==> config.mk <==
export PLATFORM = sky130hd
export DESIGN_NAME = clic_preempt_ctrl
export DESIGN_NICKNAME = d
export VERILOG_FILES = /design/src/rtl/clic_preempt_ctrl_pkg.sv /design/src/rtl/clic_preempt_ctrl_level_stack.sv /design/src/rtl/clic_preempt_ctrl.sv
export SDC_FILE = /design/constraint.sdc
export NUM_CORES = 1
export LEC_CHECK = 0
export BUFFER_PORTS_ARGS = -buffer_cell sky130_fd_sc_hd__buf_2
export CAP_MARGIN = 0
export CORE_MARGIN = 1
export CORE_UTILIZATION = 37
export CTS_BUF_LIST = sky130_fd_sc_hd__clkbuf_16
export CTS_CLUSTER_DIAMETER = 100
export CTS_CLUSTER_SIZE = 16
export DETAILED_ROUTE_END_ITERATION = 8
export SLEW_MARGIN = 20
export SYNTH_ARGS = -nofsm -noshare
export SYNTH_HDL_FRONTEND = slang
export SYNTH_SLANG_ARGS = --single-unit
==> constraint.sdc <==
create_clock -name i_clk -period 11.9 [get_ports i_clk]
set_clock_uncertainty 0.05 [all_clocks]
set_input_delay 1.19 -clock i_clk [delete_from_list [all_inputs] [get_ports i_clk]]
set_output_delay 1.19 -clock i_clk [all_outputs]
set_load 0.1 [all_outputs]
==> src/rtl/clic_preempt_ctrl_pkg.sv <==
// -----------------------------------------------------------------------------
// clic_preempt_ctrl_pkg
// Shared configuration and types for the CLIC preemption controller.
//   PrioWidth   : priority/level width (register bank count = 2**PrioWidth)
//   IdWidth     : interrupt entry index width
//   StackDepth  : return LIFO depth (2**PrioWidth-1 covers strict nesting)
//   RetSentinel : value written to ra on entry; a jalr to it means "return"
//   ctrl_state_t  : controller sequencing states
//   stack_entry_t : one LIFO slot {previous level, return pc}
// -----------------------------------------------------------------------------
package clic_preempt_ctrl_pkg;

    localparam int          PrioWidth   = 3;
    localparam int          IdWidth     = 3;
    localparam int          StackDepth  = 7;
    localparam logic [31:0] RetSentinel = 32'hFFFF_FFFF;

    typedef enum logic [1:0] {
        RUN   = 2'd0,
        ENTER = 2'd1,
        EXIT  = 2'd2,
        FLUSH = 2'd3
    } ctrl_state_t;

    typedef struct packed {
        logic [PrioWidth-1:0] level;
        logic [31:0]          pc;
    } stack_entry_t;

endpackage

==> src/rtl/clic_preempt_ctrl_level_stack.sv <==
// -----------------------------------------------------------------------------
// clic_preempt_ctrl_level_stack
// LIFO of {prev_level, return_pc} entries used to unwind nested interrupts.
// Push and pop are never requested in the same cycle by the controller.
// Ports:
//   i_clk, i_rst_n  : clock, asynchronous active-low reset (empties the LIFO)
//   i_push          : write i_push_data on top (ignored when full)
//   i_pop           : discard the top entry (ignored when empty)
//   i_push_data     : entry to push
//   o_top           : current top entry (0 when empty)
//   o_full, o_empty : occupancy flags
// -----------------------------------------------------------------------------
module clic_preempt_ctrl_level_stack
    import clic_preempt_ctrl_pkg::*;
#(
    parameter int Depth = StackDepth
) (
    input  logic         i_clk,
    input  logic         i_rst_n,
    input  logic         i_push,
    input  logic         i_pop,
    input  stack_entry_t i_push_data,
    output stack_entry_t o_top,
    output logic         o_full,
    output logic         o_empty
);

    localparam int CntW = $clog2(Depth + 1);
    localparam int IdxW = (Depth > 1) ? $clog2(Depth) : 1;

    logic [CntW-1:0] r_count;
    logic [CntW-1:0] w_top_idx;
    stack_entry_t    r_mem [Depth];

    assign o_full    = (r_count == CntW'(Depth));
    assign o_empty   = (r_count == '0);
    assign w_top_idx = r_count - CntW'(1);
    assign o_top     = o_empty ? '0 : r_mem[w_top_idx[IdxW-1:0]];

    always_ff @(posedge i_clk or negedge i_rst_n) begin
        if (!i_rst_n) begin
            r_count <= '0;
        end else if (i_push && !o_full) begin
            r_count <= r_count + CntW'(1);
        end else if (i_pop && !o_empty) begin
            r_count <= r_count - CntW'(1);
        end
    end

    // Storage needs no reset: occupancy alone decides what is valid.
    always_ff @(posedge i_clk) begin
        if (i_push && !o_full) begin
            r_mem[r_count[IdxW-1:0]] <= i_push_data;
        end
    end

endmodule

==> src/rtl/clic_preempt_ctrl.sv <==
// -----------------------------------------------------------------------------
// clic_preempt_ctrl
// Sequences interrupt entry/exit between the CLIC and the core datapath.
// Sequence: RUN -> ENTER -> FLUSH -> RUN (entry), RUN -> EXIT -> FLUSH -> RUN
// (return). The request is captured in the RUN decision cycle so ENTER drives
// stable values even if the CLIC changes its request meanwhile.
// Optional feature macro: CLIC_TAIL_CHAIN_EN (tail-chain a pending request on
// return instead of popping and re-entering).
// Ports:
//   i_clk, i_rst_n   : clock, asynchronous active-low reset
//   i_req_valid/level/id/vec : highest pending CLIC request
//   i_pc_return      : PC of oldest not-yet-executed instruction
//   i_ret_valid      : decoder saw jalr to RetSentinel
//   i_stall          : core cannot redirect this cycle
//   o_take, o_claim  : 1-cycle pulses on entry acceptance
//   o_claim_id       : entry being claimed
//   o_pc_redirect, o_pc_target : PC mux select and address
//   o_cur_level      : active level, register bank select
//   o_ra_we, o_ra_data : write RetSentinel to ra of new bank
//   o_stack_full     : return LIFO is full
// -----------------------------------------------------------------------------
module clic_preempt_ctrl
    import clic_preempt_ctrl_pkg::*;
(
    input  logic                 i_clk,
    input  logic                 i_rst_n,
    input  logic                 i_req_valid,
    input  logic [PrioWidth-1:0] i_req_level,
    input  logic [IdWidth-1:0]   i_req_id,
    input  logic [31:0]          i_req_vec,
    input  logic [31:0]          i_pc_return,
    input  logic                 i_ret_valid,
    input  logic                 i_stall,
    output logic                 o_take,
    output logic                 o_pc_redirect,
    output logic [31:0]          o_pc_target,
    output logic                 o_claim,
    output logic [IdWidth-1:0]   o_claim_id,
    output logic [PrioWidth-1:0] o_cur_level,
    output logic                 o_ra_we,
    output logic [31:0]          o_ra_data,
    output logic                 o_stack_full
);

    ctrl_state_t          r_state;
    ctrl_state_t          w_state_next;
    logic [PrioWidth-1:0] r_cur_level;
    logic [PrioWidth-1:0] r_req_level;
    logic [IdWidth-1:0]   r_req_id;
    logic [31:0]          r_req_vec;
    logic [31:0]          r_ret_pc;
    logic                 r_tail;

    logic                 w_enter_go;
    logic                 w_tail_go;
    logic                 w_ret_go;
    logic                 w_push;
    logic                 w_pop;
    logic                 w_full;
    logic                 w_empty;
    stack_entry_t         w_push_data;
    stack_entry_t         w_top;

    // A tail-chained entry reuses the stacked return context, so nothing is pushed.
    assign w_push      = (r_state == ENTER) && !r_tail;
    assign w_pop       = (r_state == EXIT);
    assign w_push_data = '{level: r_cur_level, pc: r_ret_pc};

    clic_preempt_ctrl_level_stack #(
        .Depth (StackDepth)
    ) u_level_stack (
        .i_clk       (i_clk),
        .i_rst_n     (i_rst_n),
        .i_push      (w_push),
        .i_pop       (w_pop),
        .i_push_data (w_push_data),
        .o_top       (w_top),
        .o_full      (w_full),
        .o_empty     (w_empty)
    );

    // State register plus captured request and active level.
    always_ff @(posedge i_clk or negedge i_rst_n) begin
        if (!i_rst_n) begin
            r_state     <= RUN;
            r_cur_level <= '0;
            r_req_level <= '0;
            r_req_id    <= '0;
            r_req_vec   <= '0;
            r_ret_pc    <= '0;
            r_tail      <= 1'b0;
        end else begin
            r_state <= w_state_next;
            if (w_enter_go || w_tail_go) begin
                r_req_level <= i_req_level;
                r_req_id    <= i_req_id;
                r_req_vec   <= i_req_vec;
                r_ret_pc    <= i_pc_return;
                r_tail      <= w_tail_go;
            end
            if (r_state == ENTER) begin
                r_cur_level <= r_req_level;
            end else if (r_state == EXIT) begin
                r_cur_level <= w_top.level;
            end
        end
    end

    // Next-state decision; only RUN looks at requests, and a return has priority.
    always_comb begin
        w_state_next = r_state;
        w_enter_go   = 1'b0;
        w_tail_go    = 1'b0;
        w_ret_go     = 1'b0;
        case (r_state)
            RUN: begin
                if (!i_stall) begin
                    if (i_ret_valid && !w_empty) begin
`ifdef CLIC_TAIL_CHAIN_EN
                        if (i_req_valid && (i_req_level > w_top.level)) begin
                            w_tail_go = 1'b1;
                        end else begin
                            w_ret_go = 1'b1;
                        end
`else
                        w_ret_go = 1'b1;
`endif
                    end else if (i_req_valid && (i_req_level > r_cur_level) && !w_full) begin
                        w_enter_go = 1'b1;
                    end
                end
                if (w_enter_go || w_tail_go) begin
                    w_state_next = ENTER;
                end else if (w_ret_go) begin
                    w_state_next = EXIT;
                end
            end
            ENTER:   w_state_next = FLUSH;
            EXIT:    w_state_next = FLUSH;
            FLUSH:   w_state_next = RUN;
            default: w_state_next = RUN;
        endcase
    end

    // Outputs are a pure function of state so reset clears them immediately.
    always_comb begin
        o_take        = 1'b0;
        o_claim       = 1'b0;
        o_claim_id    = '0;
        o_pc_redirect = 1'b0;
        o_pc_target   = '0;
        o_ra_we       = 1'b0;
        case (r_state)
            ENTER: begin
                o_take        = 1'b1;
                o_claim       = 1'b1;
                o_claim_id    = r_req_id;
                o_pc_redirect = 1'b1;
                o_pc_target   = r_req_vec;
                o_ra_we       = 1'b1;
            end
            EXIT: begin
                o_pc_redirect = 1'b1;
                o_pc_target   = w_top.pc;
            end
            default: begin
            end
        endcase
    end

    assign o_cur_level  = r_cur_level;
    assign o_ra_data    = RetSentinel;
    assign o_stack_full = w_full;

endmodule

==> Word-level counts from Yosys, hierarchy flattened <==
Memories as Yosys holds them, arrays and structs flattened.
Index checks and enable logic that the tools add are counted.
{ "word_totals": {"register_bits": 78, "latchBits": 0, "ram_bits": 245, "mem_bits_ro": 0, "inputBits": 75, "output_inout_bits": 75, "wordCells": 50, "mem_count": 1} }
{ "op_classes": {"n_addsub": 2, "n_mul": 0, "div_mod_pow": 0, "magnitude_cmp": 1, "eq_ne": 5, "shifts": 0, "muxes": 22, "bitwise": 0, "reduce_logical": 12} }
{ "memory_table": {"columns": ["name", "depth", "width", "rd", "rd_ports_with_merged_regs", "wr", "line_no", "text"], "rows": [
  ["u_level_stack.r_mem", 7, 35, 1, 0, 1, "clic_preempt_ctrl_level_stack.sv:33", "stack_entry_t r_mem [Depth];"]
]} }
{ "ops": {"columns": ["cell", "n"], "rows": [
  ["one-hot mux 32 bit (2 select lines)", 1],
  ["two-way mux 35 bit", 1],
  ["two-way mux 3 bit", 5],
  ["two-way mux 1 bit", 12],
  ["one-hot mux 2 bit (3 select lines)", 1],
  ["logical AND 1 bit", 5],
  ["== test 2 bit (second input constant)", 2],
  ["two-way mux 2 bit", 2],
  ["nonzero test 2 bit", 2],
  ["adder 3 x 1 -> 3 bit (second input constant)", 1],
  ["== test 3 bit (second input constant)", 1],
  ["greater-than comparator 3 bit", 1],
  ["zero test 3 bit", 1],
  ["!= test 3 x 2 -> 1 bit (second input constant)", 1],
  ["subtractor 3 x 1 -> 3 bit (second input constant)", 1],
  ["== test 2 x 1 -> 1 bit (second input constant)", 1],
  ["zero test 1 bit", 2],
  ["zero test 2 bit", 1],
  ["OR reduction 2 bit", 1]
]} }

==> Logic depth before layout (Yosys ltp) <==
{ "depth": {"word_depth": 9, "ltp_mapped": 11, "ltp_nobuf": 6} }

==> Hierarchy <==
A second synthesis with hierarchy kept.
{ "unflattened": {"cells_unflattened": 787, "hier_area_um2": 13384.1} }
{ "by_module_without_submodules": {"columns": ["mod", "n_inst", "cells_per_inst", "area_per_inst_um2", "seq_area_each_um2"], "rows": [
  ["clic_preempt_ctrl_level_stack", 1, 486, 9572.9, 7432.1],
  ["clic_preempt_ctrl", 1, 301, 3811.2, 1876.8]
]} }

==> Worst setup path before layout <==
No wires, ideal clock.
{ "synth_path": {"path_type": "reg-to-reg", "from": "register r_state[1]", "to": "memory u_level_stack.r_mem[3][0] (netlist name), enable pin", "setup_time_ns": 0.515, "arrival_time_ns": 5.018, "t_required_ns": 11.335, "slack_ns": 6.317, "path_stages_with_launch": 6, "path_buffers": 1, "period_less_slack_ns": 5.583, "path_cell_list": "dfrtp_1 inv_1 ha_1 nand2b_1 clkbuf_1 nor4_1"} }
{ "synth_between": {"elab_chain_len": 4} }
{ "synth_rtl": {"columns": ["item", "line_no", "text"], "rows": [
  ["start, declared", "clic_preempt_ctrl.sv:45", "ctrl_state_t r_state;"],
  ["start signal, assigned", "clic_preempt_ctrl.sv:93", "r_state <= w_state_next;"],
  ["== test 2 x 1 -> 1 bit", "clic_preempt_ctrl.sv:65", "assign w_push = (r_state == ENTER) && !r_tail;"],
  ["logical AND 1 bit", "clic_preempt_ctrl_level_stack.sv:52", "if (i_push && !o_full) begin"],
  ["two-way mux 1 bit", "clic_preempt_ctrl_level_stack.sv:52", null],
  ["two-way mux 1 bit (implied by the code)", "clic_preempt_ctrl_level_stack.sv:53", "r_mem[r_count[IdxW-1:0]] <= i_push_data;"],
  ["end, declared", "clic_preempt_ctrl_level_stack.sv:33", null]
]} }
No other way between the ends.

==> Final worst setup path <==
{ "layout_path": {"from": "register u_level_stack.r_count[0]", "to": "output o_pc_target[18]"} }
{ "layout_between": {"elab_chain_len": 4, "elab_cells_between_ends": 5, "cone_classes": "1 x add/sub; 2 x mux; 1 x reduce/logical; 1 x memory"} }
{ "layout_rtl": {"columns": ["item", "line_no", "text"], "rows": [
  ["start, declared", "clic_preempt_ctrl_level_stack.sv:31", "logic [CntW-1:0] r_count;"],
  ["start signal, assigned", "clic_preempt_ctrl_level_stack.sv:44", "r_count <= r_count + CntW'(1);"],
  ["start signal, assigned", "clic_preempt_ctrl_level_stack.sv:46", "r_count <= r_count - CntW'(1);"],
  ["subtractor 3 x 1 -> 3 bit", "clic_preempt_ctrl_level_stack.sv:37", "assign w_top_idx = r_count - CntW'(1);"],
  ["memory read (7 x 35 bit)", null, null],
  ["two-way mux 35 bit *", "clic_preempt_ctrl_level_stack.sv:38", "assign o_top = o_empty ? '0 : r_mem[w_top_idx[IdxW-1:0]];"],
  ["one-hot mux 32 bit (2 select lines) *", "clic_preempt_ctrl.sv:153", "case (r_state)"],
  ["end, declared", "clic_preempt_ctrl.sv:36", "output logic [31:0] o_pc_target,"]
]} }
Mark *: on every way between the ends. The rest lies on a longest branch, timed or not.

==> results_dict.tcl <==
set metrics [dict create \
    outcome "complete, no violations" \
    ys_ff_latch 323 \
    post-cts-setup-buffer-count 0 \
    cts_root_buffer "clkbuf_16" \
    period_share 0.464 \
    power.leakage_nw 5.62 \
    path_clk_slew_ns 0.07 \
    finalCriticalPeriod_ns 5.52 \
    fillCellCount 3146 \
    sw_frac_of_total 0.430 \
    vias 6719 \
    critPathKind "flop to output pin" \
    clk_latency_ns 0.54 \
    hp-class "flop to flop" \
    fin_nets 952 \
    drc 0 \
    pin_count 150 \
    cp-startpoint "u_level_stack.r_count[0]$_DFFE_PN0P_" \
    tightest_slew_ns 0.944 \
    p_int_mw 2.43 \
    dp.final_hpwl_um 15700 \
    hold_buffers 0 \
    grt_pass1_vias 6627 \
    rsz0062_at_grt "no" \
    hold_depth 1 \
    ys_async_sr_fraction 0.241 \
    cts_tree "yes" \
    synth_largest_area_cell "edfxtp_1" \
    hold_viol_final 0 \
    cp_data_required_time_ns 10.66 \
    synth_top_area_share 0.566 \
    finalHoldWorstSlack_ns 0.440 \
    die_w_um 189 \
    cts_resized 0 \
    setup_viol 0 \
    fmax_mhz 181 \
    syn2layout_area_growth_pct 13.2 \
    cp_max_fo 55 \
    gp_congestion 0.718 \
    slew_headroom 0.371 \
    io_buffers 117 \
    rr_startpoint "u_level_stack.r_count[0]$_DFFE_PN0P_" \
    antenna_found_initial 0 \
    grt_first_pass_wirelength_um 40700 \
    grt_overflow 0 \
    drive_gt1_frac 0.312 \
    drtIter0Drc 465 \
    synth_area_sq_mm 0.0130 \
    grt_max_degree 56 \
    htreeDepth 1 \
    grt_usage 0.150 \
    finalSetupTns_ns 0 \
    die-area_sq_mm 0.0359 \
    cp-end-kind "output pin" \
    combPwrFrac 0.404 \
    p_total_mw 4.27 \
    multiInputGateArea_sq_mm 0.00337 \
    power_density_mw_per_mm2 290 \
    firstDrtPassIters 5 \
    rr_worst_depth 6 \
    p_sw_mw 1.84 \
    worstReg2RegEnd "o_cur_level[0]$_DFFE_PN0P_" \
    r2r_slack_ns 8.39 \
    synth_ff_type "edfxtp_1" \
    synth_commonest_cells "edfxtp_1 (245), dfrtp_1 (78), nand2_1 (73), mux2_2 (65), mux2i_1 (39)" \
    design.core.area_sq_mm 0.0345 \
    antenna_cells 0 \
    seqPwrFrac 0.421 \
    ant_nets 0 \
    final-seq-area_sq_mm 0.00931 \
    synth_area_leaders "edfxtp_1 (57%), dfrtp_1 (15%), mux4_2 (6.1%)" \
    wire_per_inst_um 20.1 \
    drv_slew 0 \
    numCtsBuffers 24 \
    clockPowerShare 0.175 \
    synth_area_per_cell_sq_um 17.3 \
    die_h_um 189 \
    start_util 0.376 \
    yosys_warnings 0 \
    routed_via_density 5.02 \
    clock_sinks 323 \
    cp-start-kind "flop" \
    clock_path_buffers 3 \
    yosysUniqueCellTypes 40 \
    whs_endpoint "r_req_vec[24]$_DFFE_PN0P_" \
    critical_path_arrival_ns 4.28 \
    rows 68 \
    yosysMostFrequentCell "edfxtp_1" \
    ys_seq_area_frac 0.716 \
    ir_drop_mv 0.166 \
    routed_wl_um 26900 \
    max_cap_viol_count 0 \
    synthCells 750 \
    min_from "r_req_vec[24]$_DFFE_PN0P_" \
    synth-edff-count 245 \
]
how the worst max path moves through the flow:
stage	end	slack, ns	depth (start not counted)
floorplan	u_level_stack.r_mem[3][0]$_DFFE_PP_	6.32	5
global placement	o_pc_target[1]	6.84	7
detailed placement	o_pc_target[1]	6.84	7
CTS	o_pc_target[1]	6.25	7
global route	o_pc_target[18]	6.07	7
finish	o_pc_target[18]	6.38	7
cells by family (layout without fill, tap and decap cells):
kind of cell / count (synthesis) / in the layout / synth area share
muxes: 144 / 144 / 0.151
adders and majority gates: 10 / 10 / 0.00962
and+or+nand+nor: 104 / 104 / 0.0346
other: 1 / 32 / 0.000288
AOI/OAI and AO/OA: 82 / 82 / 0.0474
buffers and inverters: 84 / 187 / 0.0395
DFF: 323 / 323 / 0.716
xor gates and xnor gates: 2 / 2 / 0.00135
cell usage in the layout, fill, tap and decap left out, types with 2 or more instances in the layout:
master,instances
nor3_2,3
nor4_2,2
nand2b_1,3
a22oi_1,33
o221ai_1,2
mux2_2,65
dfrtp_1,77
mux4_2,35
nand2_1,73
and2_1,3
mux2_1,5
buf_4,16
edfxtp_1,245
mux2i_1,39
buf_2,116
or3_1,3
o21ai_0,2
clkbuf_16,24
a21oi_4,2
a21oi_1,5
nor2_1,8
inv_1,28
nor2_4,2
clkinv_8,2
o211ai_1,32
ha_1,9
conb_1,32
worst max-delay path: stages, from the launching register on:
cell and delay (ns):
dfrtp_4 0.87, inv_1 0.30, ha_4 0.77, buf_4 0.66, mux4_2 0.40, a22oi_1 0.29, nand2_1 0.10, buf_2 0.30
final cells by class:
| type | count | share of cell area |
|---|---|---|
| tap | 455 | 0.0387 |
| inverter | 11 | 0.00280 |
| clock buffer | 24 | 0.0408 |
| multi-input combinational | 374 | 0.229 |
| timing repair buffer | 133 | 0.0495 |
| sequential | 323 | 0.633 |
| clock inverter | 19 | 0.00654 |
metal layers:
layer | wire (um) | up-vias | track usage | part of all wire
met3 | 1120 | 32 | 0.0189 | 0.042
met1 | 12300 | 3475 | 0.212 | 0.46
met4 | 485 | 0 | 0.0313 | 0.018
li1 | - | 3047 | - | -
met5 | 0 | - | 0 | 0
met2 | 13000 | 165 | 0.249 | 0.48
sequential cells by signal (all words and copies together), names as in the netlist:
register	flops
o_cur_level	3
r_req_id	3
r_req_level	3
r_req_vec	32
r_ret_pc	32
r_state	2
u_level_stack.r_count	3
u_level_stack.r_mem	245
power by group through the flow:
| stage | sequential [mW] | combinational [mW] | clock, mW |
|---|---|---|---|
| final | 1.80 | 1.73 | 0.749 |
| after global routing | 1.84 | 1.84 | 0.812 |
| after CTS | 1.80 | 1.76 | 0.775 |
| after detailed placement | 1.83 | 1.75 | 0 |
| after global placement | 1.81 | 1.74 | 0 |
| after floorplan | 1.74 | 1.43 | 0 |
through the flow:
stage	instance area (sq um)	std cells	worst slack, ns	util
finish	14700	1339	6.38	0.426
global route	14700	1339	6.07	0.426
CTS	14700	1339	6.25	0.426
detailed placement	14000	1296	6.84	0.406
global placement	14000	1295	6.84	0.405
floorplan	13100	781	6.32	-
(Power assumes the default switching activity.)
